File: src/rtl/memwb_stage_if.sv
// Data-cache request/response bundle between the MEM stage and the D-cache.
// The stage is master (drives requests), the cache is slave.
interface memwb_stage_if #(
  parameter int WORD_W = 32
);
  logic              dmemREN;
  logic              dmemWEN;
  logic [WORD_W-1:0] dmemaddr;
  logic [WORD_W-1:0] dmemstore;
  logic              dhit;
  logic [WORD_W-1:0] dmemload;

  modport master (
    output dmemREN, dmemWEN, dmemaddr, dmemstore,
    input  dhit, dmemload
  );

  modport slave (
    input  dmemREN, dmemWEN, dmemaddr, dmemstore,
    output dhit, dmemload
  );
endinterface

File: src/rtl/memwb_stage.sv
// MEM stage: drives D-cache requests, stalls until dhit, loads MEM/WB.
// Owns sticky halt and the dhit wait watchdog.
module memwb_stage #(
  parameter int WORD_W   = 32,
  parameter int REG_W    = 5,
  parameter int WAIT_MAX = 255
) (
  input  logic              CLK,
  input  logic              RST,
  input  logic              em_valid,
  input  logic [WORD_W-1:0] em_aluout,
  input  logic [WORD_W-1:0] em_rdat2,
  input  logic [WORD_W-1:0] em_extout,
  input  logic [WORD_W-1:0] em_npc,
  input  logic [REG_W-1:0]  em_wsel,
  input  logic              em_RegW,
  input  logic              em_DRen,
  input  logic              em_DWen,
  input  logic [1:0]        em_Mem,
  input  logic              em_halt,
  input  logic              wb_en,
  input  logic              flush,
  memwb_stage_if.master     dmem,
  output logic              mem_stall,
  output logic              wb_valid,
  output logic              wb_RegW,
  output logic [REG_W-1:0]  wb_wsel,
  output logic [WORD_W-1:0] wb_wdat,
  output logic              halt,
  output logic              mem_err
);
  localparam int CW = $clog2(WAIT_MAX + 1);

  typedef enum logic [1:0] {IDLE, WAIT, DONE} state_t;

  state_t            state_q, state_d;
  logic [CW-1:0]     cnt_q, cnt_d;
  logic [WORD_W-1:0] hold_q, hold_d;
  logic              drop_q, drop_d;
  logic              halt_q, halt_d;
  logic              err_q, err_d;
  logic              valid_q, valid_d;
  logic              regw_q, regw_d;
  logic [REG_W-1:0]  wsel_q, wsel_d;
  logic [WORD_W-1:0] wdat_q, wdat_d;

  logic              memop;
  logic              busy;
  logic              ld;
  logic              keep;
  logic [WORD_W-1:0] ldat;
  logic [WORD_W-1:0] mux;

  assign memop = em_valid & (em_DRen | em_DWen) & ~halt_q;
  assign busy  = memop & (state_q != DONE);

  assign dmem.dmemREN   = busy & em_DRen;
  assign dmem.dmemWEN   = busy & em_DWen;
  assign dmem.dmemaddr  = em_aluout;
  assign dmem.dmemstore = em_rdat2;
  assign mem_stall      = busy & ~dmem.dhit;

  always_comb begin
    state_d = state_q;
    hold_d  = hold_q;
    ld      = 1'b0;
    unique case (state_q)
      IDLE, WAIT: begin
        if (memop) begin
          if (!dmem.dhit) begin
            state_d = WAIT;
          end else if (wb_en) begin
            ld      = 1'b1;
            state_d = IDLE;
          end else begin
            hold_d  = dmem.dmemload;
            state_d = DONE;
          end
        end else begin
          state_d = IDLE;
          ld      = wb_en & (state_q == IDLE);
        end
      end
      DONE: begin
        if (wb_en) begin
          ld      = 1'b1;
          state_d = IDLE;
        end
      end
      default: state_d = IDLE;
    endcase
  end

  assign ldat = (state_q == DONE) ? hold_q : dmem.dmemload;
  // an access flushed while in flight still completes, but as a bubble
  assign keep = em_valid & ~drop_q;

  always_comb begin
    mux = em_aluout;
    unique case (em_Mem)
      2'b00: mux = em_aluout;
      2'b01: mux = ldat;
      2'b10: mux = em_npc;
      2'b11: mux = em_extout;
      default: mux = em_aluout;
    endcase
  end

  always_comb begin
    valid_d = valid_q;
    regw_d  = regw_q;
    wsel_d  = wsel_q;
    wdat_d  = wdat_q;
    if (ld) begin
      valid_d = keep;
      regw_d  = keep & em_RegW;
      wsel_d  = em_wsel;
      wdat_d  = mux;
    end
    if (flush) begin
      valid_d = 1'b0;
      regw_d  = 1'b0;
    end
  end

  always_comb begin
    cnt_d = cnt_q;
    if (state_d == IDLE)
      cnt_d = '0;
    else if (state_q == WAIT && cnt_q != CW'(WAIT_MAX))
      cnt_d = cnt_q + CW'(1);
  end

  assign err_d  = err_q | (cnt_d == CW'(WAIT_MAX));
  assign drop_d = (state_d == IDLE) ? 1'b0 : (drop_q | flush);
  assign halt_d = halt_q | (ld & keep & em_halt & ~flush);

  always_ff @(posedge CLK) begin
    if (RST) begin
      state_q <= IDLE;
      cnt_q   <= '0;
      hold_q  <= '0;
      drop_q  <= 1'b0;
      halt_q  <= 1'b0;
      err_q   <= 1'b0;
      valid_q <= 1'b0;
      regw_q  <= 1'b0;
      wsel_q  <= '0;
      wdat_q  <= '0;
    end else begin
      state_q <= state_d;
      cnt_q   <= cnt_d;
      hold_q  <= hold_d;
      drop_q  <= drop_d;
      halt_q  <= halt_d;
      err_q   <= err_d;
      valid_q <= valid_d;
      regw_q  <= regw_d;
      wsel_q  <= wsel_d;
      wdat_q  <= wdat_d;
    end
  end

  assign wb_valid = valid_q;
  assign wb_RegW  = regw_q;
  assign wb_wsel  = wsel_q;
  assign wb_wdat  = wdat_q;
  assign halt     = halt_q;
  assign mem_err  = err_q;
endmodule

File: src/flat_wrapper.sv
// flat-port wrapper written by rule: the top's interface ports become plain ports
module memwb_stage_flat 
#(
  parameter int WORD_W   = 32,
  parameter int REG_W    = 5,
  parameter int WAIT_MAX = 255
)
  (CLK, RST, em_valid, em_aluout, em_rdat2, em_extout, em_npc, em_wsel, em_RegW, em_DRen, em_DWen, em_Mem, em_halt, wb_en, flush, mem_stall, wb_valid, wb_RegW, wb_wsel, wb_wdat, halt, mem_err, dmem_dmemREN, dmem_dmemWEN, dmem_dmemaddr, dmem_dmemstore, dmem_dhit, dmem_dmemload);
  memwb_stage_if #(.WORD_W(WORD_W)) dmem_i ();
  input  logic CLK;
  input  logic RST;
  input  logic em_valid;
  input  logic [WORD_W-1:0] em_aluout;
  input  logic [WORD_W-1:0] em_rdat2;
  input  logic [WORD_W-1:0] em_extout;
  input  logic [WORD_W-1:0] em_npc;
  input  logic [REG_W-1:0] em_wsel;
  input  logic em_RegW;
  input  logic em_DRen;
  input  logic em_DWen;
  input  logic [1:0] em_Mem;
  input  logic em_halt;
  input  logic wb_en;
  input  logic flush;
  output logic mem_stall;
  output logic wb_valid;
  output logic wb_RegW;
  output logic [REG_W-1:0] wb_wsel;
  output logic [WORD_W-1:0] wb_wdat;
  output logic halt;
  output logic mem_err;
  output wire logic [$bits(dmem_i.dmemREN)-1:0] dmem_dmemREN;
  output wire logic [$bits(dmem_i.dmemWEN)-1:0] dmem_dmemWEN;
  output wire logic [$bits(dmem_i.dmemaddr)-1:0] dmem_dmemaddr;
  output wire logic [$bits(dmem_i.dmemstore)-1:0] dmem_dmemstore;
  input wire logic [$bits(dmem_i.dhit)-1:0] dmem_dhit;
  input wire logic [$bits(dmem_i.dmemload)-1:0] dmem_dmemload;
  assign dmem_dmemREN = dmem_i.dmemREN;
  assign dmem_dmemWEN = dmem_i.dmemWEN;
  assign dmem_dmemaddr = dmem_i.dmemaddr;
  assign dmem_dmemstore = dmem_i.dmemstore;
  assign dmem_i.dhit = dmem_dhit;
  assign dmem_i.dmemload = dmem_dmemload;
  memwb_stage #(.WORD_W(WORD_W), .REG_W(REG_W), .WAIT_MAX(WAIT_MAX)) u_core (.CLK(CLK), .RST(RST), .em_valid(em_valid), .em_aluout(em_aluout), .em_rdat2(em_rdat2), .em_extout(em_extout), .em_npc(em_npc), .em_wsel(em_wsel), .em_RegW(em_RegW), .em_DRen(em_DRen), .em_DWen(em_DWen), .em_Mem(em_Mem), .em_halt(em_halt), .wb_en(wb_en), .flush(flush), .dmem(dmem_i), .mem_stall(mem_stall), .wb_valid(wb_valid), .wb_RegW(wb_RegW), .wb_wsel(wb_wsel), .wb_wdat(wb_wdat), .halt(halt), .mem_err(mem_err));
endmodule
File: config.mk
export PLATFORM = sky130hd
export DESIGN_NAME = memwb_stage_flat
export DESIGN_NICKNAME = d
export VERILOG_FILES = /design/src/rtl/memwb_stage_if.sv /design/src/rtl/memwb_stage.sv /design/src/flat_wrapper.sv
export SDC_FILE = /design/constraint.sdc
export NUM_CORES = 1
export LEC_CHECK = 0
export CAP_MARGIN = 5
export CORE_AREA = 3 3 116 118
export DETAILED_ROUTE_END_ITERATION = 6
export DIE_AREA = 0 0 119 121
export PLACE_DENSITY = 0.8
export SLEW_MARGIN = 20
export SYNTH_ARGS = -nofsm -noshare
export SYNTH_HDL_FRONTEND = slang
export SYNTH_SLANG_ARGS = --single-unit
File: constraint.sdc
create_clock -name CLK -period 2.6 [get_ports CLK]
set_input_delay 0.52 -clock CLK [delete_from_list [all_inputs] [get_ports CLK]]
set_output_delay 0.52 -clock CLK [all_outputs]
set_load 0.05 [all_outputs]
==> results.py <==
metrics = {
    "outcome": {
        "status": "completed",
    },
    "grt": {
        "grt_pass1_vias": 4459,
        "total_global_route_track_usage": 0.191,
        "global_route_wire_length_before_repair_mm": 21.8,
        "number_of_antenna_violations_at_the_first_check_in_global_routing": 0,
        "grt_start_max_net_pins": 42,
        "grt.overflow.total": 0,
    },
    "yosys": {
        "synth-edff-count": 0,
        "syn_inst": 487,
        "postSynth.asyncResetShare": 0,
        "synth.area.top_cells": "dfxtp_1 (35%), mux4_2 (15%), buf_4 (10%), mux2i_1 (8.2%), mux2_2 (7.6%)",
        "synth_largest_area_cell": "dfxtp_1",
        "synth-seq-cells": 84,
        "syn_nets": 665,
        "synth.yosys.warnings": 0,
        "synth_common_cells": "dfxtp_1 (84), nand2_1 (70), buf_4 (64)",
        "syn_avg_cell_area_um2": 9.73,
        "synth-seq-area-share": 0.355,
        "synth_area_um2": 4740,
        "most_frequent_cell_after_synthesis": "dfxtp_1",
        "synthFlopType": "dfxtp_1",
        "yosysTopAreaCellShare": 0.355,
        "synth_cell_types": 42,
    },
    "route": {
        "drt_iter0_markers": 252,
        "dr.pass1.iters": 6,
        "drt-total-wl_mm": 14.2,
        "wire_per_inst_um": 17.4,
        "post_drt_via_cell_ratio": 5.05,
        "dr_total_vias": 4114,
        "drcViolationCount": 0,
        "antenna_violating_nets_post_route": 0,
    },
    "timing": {
        "hold_slack_ns": 0.452,
        "worst-slew-pin-transition_ns": 0.594,
        "fin_ws_ns": 0.303,
        "timing.final.hold_violations": 0,
        "max_freq_mhz": 435,
        "setup_repair_after_global_routing_missed_its_margin": "no",
        "timing.final.crit_period_ns": 2.30,
        "slew_headroom": 0.603,
        "post-route-period-util": 0.884,
        "report.final.setup_viol": 0,
        "timing.final.max_slew_violations": 0,
        "worst_clock_skew_ns": 0.00655,
    },
    "clock_tree": {
        "cts.root.buffer_cell": "clkbuf_16",
        "clk_latency_ns": 0.33,
        "numCtsBuffers": 9,
        "cts_setup_buffers": 0,
        "clk_pin_slew_ns": 0.06,
        "h-tree-depth": 3,
        "cts_tree": "done",
        "cts.repair.resized": 0,
        "cts_hold_buffers": 0,
        "ctsLongestPathBuffers": 2,
        "cts.sink_count": 84,
    },
    "floorplan": {
        "io_pins": 285,
        "floorplan.initialDensity": 0.377,
        "die_h_um": 121,
        "die_w_um": 119,
        "die-area_um2": 14400,
        "core.rowCount": 41,
        "coreArea_um2": 12600,
    },
    "critical_path": {
        "crit_slowest_cell": "clkdlybuf4s50_1",
        "worst-endpoint-required_ns": 2.08,
        "path_delay_family": "buffers and inverters",
        "worstSetupEndpointType": "output port",
        "path_max_fanout": 4,
        "worstPathBufferInverterCount": 3,
        "rr_startpoint": "u_core.state_q[0]",
        "crit_chain": "clkdlybuf4s50_1 > nand2b_1 > buf_4 > nor4_2 > buf_12",
        "cp-start-kind": "input pin",
        "critPathArrivalTime_ns": 1.78,
        "cp_slowest_stage_delay_ns": 0.50,
        "start_point_of_the_critical_path": "em_valid",
        "timing.setup.critical_path_class": "input pin to output port",
    },
    "flow_run": {
        "max_cap_viol_count": 0,
    },
    "placement": {
        "placement.io_buffers": 220,
        "dpl.hpwl_mm": 11.0,
        "detailedPlace.worstSlack_ns": -0.0400,
        "place_area_um2": 6630,
        "gpl.final_weighted_congestion": 0.826,
    },
    "final_layout": {
        "multi_input_area_um2": 2460,
        "num-fill-cells": 1077,
        "design_area_um2": 6970,
        "area_growth_syn_to_layout_pct": 47.0,
        "share_of_final_layout_standard_cells_stronger_than_drive_strength_1": 0.219,
        "nNetsFinal": 816,
        "combined_flip_flop_and_latch_cell_area_um2": 1680,
        "antenna_cells_inserted": 0,
        "final_util": 0.554,
    },
    "power": {
        "reported_leakage_power_nw": 2.71,
        "power.density_nw_per_um2": 549,
        "vdd_drop_max_v": 0.000283,
    },
    "worst_hold_path": {
        "worstHoldPathType": "flip-flop to flip-flop",
        "hold_path_startpoint": "u_core.hold_q[7]",
    },
}
through the flow:
step / setup TNS, ns / std cells / total power, mW
final: 0 / 815 / 3.83
after global routing: 0 / 815 / 3.98
after CTS: 0 / 815 / 3.87
after detailed placement: -0.0491 / 799 / 2.44
after global placement: -0.0246 / 799 / 2.42
after floorplan: 0 / 487 / 2.15
worst register-to-register path, delay by kind of cell (launching register included):
family | cells | cell delay (ns)
multiplexers | 3 | 1.02
buffers and inverters | 1 | 0.29
flip-flops | 1 | 0.40
AND/OR/NAND/NOR | 2 | 0.21
state kept, by name, summed over array words and instances, names as in the netlist:
signal	count
u_core.drop_q	1
u_core.wb_valid	1
u_core.wb_wdat	32
u_core.state_q	2
u_core.cnt_q	8
u_core.wb_RegW	1
u_core.halt	1
u_core.hold_q	32
u_core.mem_err	1
u_core.wb_wsel	5
where the power goes:
part	internal [mW]	total, mW	switching [mW]
logic	0.498	1.02	0.523
registers	1.35	1.39	0.0347
clock network	0.917	1.42	0.504
cells in the final DEF, fill, tap and decap left out, types with 2 or more instances in the layout:
| cell | netlist | layout |
|---|---|---|
| a21oi_1 | 36 | 36 |
| and2_1 | 2 | 2 |
| and3_1 | 2 | 2 |
| buf_12 | 0 | 4 |
| buf_2 | 3 | 3 |
| buf_4 | 64 | 46 |
| bufinv_16 | 0 | 2 |
| clkbuf_16 | 0 | 9 |
| clkbuf_8 | 0 | 3 |
| clkdlybuf4s50_1 | 0 | 182 |
| clkinv_2 | 0 | 2 |
| dfxtp_1 | 84 | 84 |
| inv_1 | 2 | 2 |
| mux2_2 | 32 | 32 |
| mux2i_1 | 39 | 39 |
| mux4_2 | 32 | 32 |
| nand2_1 | 70 | 70 |
| nand2b_1 | 5 | 4 |
| nand3_1 | 3 | 3 |
| nor2_1 | 49 | 49 |
| nor2b_1 | 4 | 4 |
| nor3_1 | 2 | 2 |
| o21ai_0 | 2 | 2 |
| o21bai_1 | 2 | 2 |
| xnor2_1 | 2 | 2 |
| xor2_1 | 2 | 2 |
cell families after synthesis:
family / after synthesis / synth area share
simple gates: 151 / 0.139
mux: 103 / 0.311
buf+inv: 97 / 0.128
flops: 84 / 0.355
compound gates: 47 / 0.0565
xor+xnor: 4 / 0.00740
fa+ha+maj: 1 / 0.00264
area by class of cell:
class | count | area share
Multi-Input combinational cell | 306 | 0.354
Timing Repair Buffer | 235 | 0.325
Sequential cell | 84 | 0.241
Clock buffer | 12 | 0.0383
Tap cell | 172 | 0.0309
Clock inverter | 4 | 0.0101
Inverter | 2 | 0.00108
final timing paths:
path / end / slack (ns) / depth (start not counted)
max reg2reg: u_core.wb_wdat[19] / 0.57 / 6
max: mem_stall / 0.30 / 5
min: u_core.hold_q[7] / 0.45 / 2
min reg2reg: u_core.hold_q[7] / 0.45 / 2
metal layers:
metal / vias up / GRT usage / wire (µm)
met1: 1955 / 0.197 / 5120
met4: 0 / 0.0876 / 425
met5: - / 0 / 0
met3: 37 / 0.0410 / 892
li1: 1944 / - / -
met2: 178 / 0.367 / 7710
No activity file was read; power rests on OpenSTA's default activity.
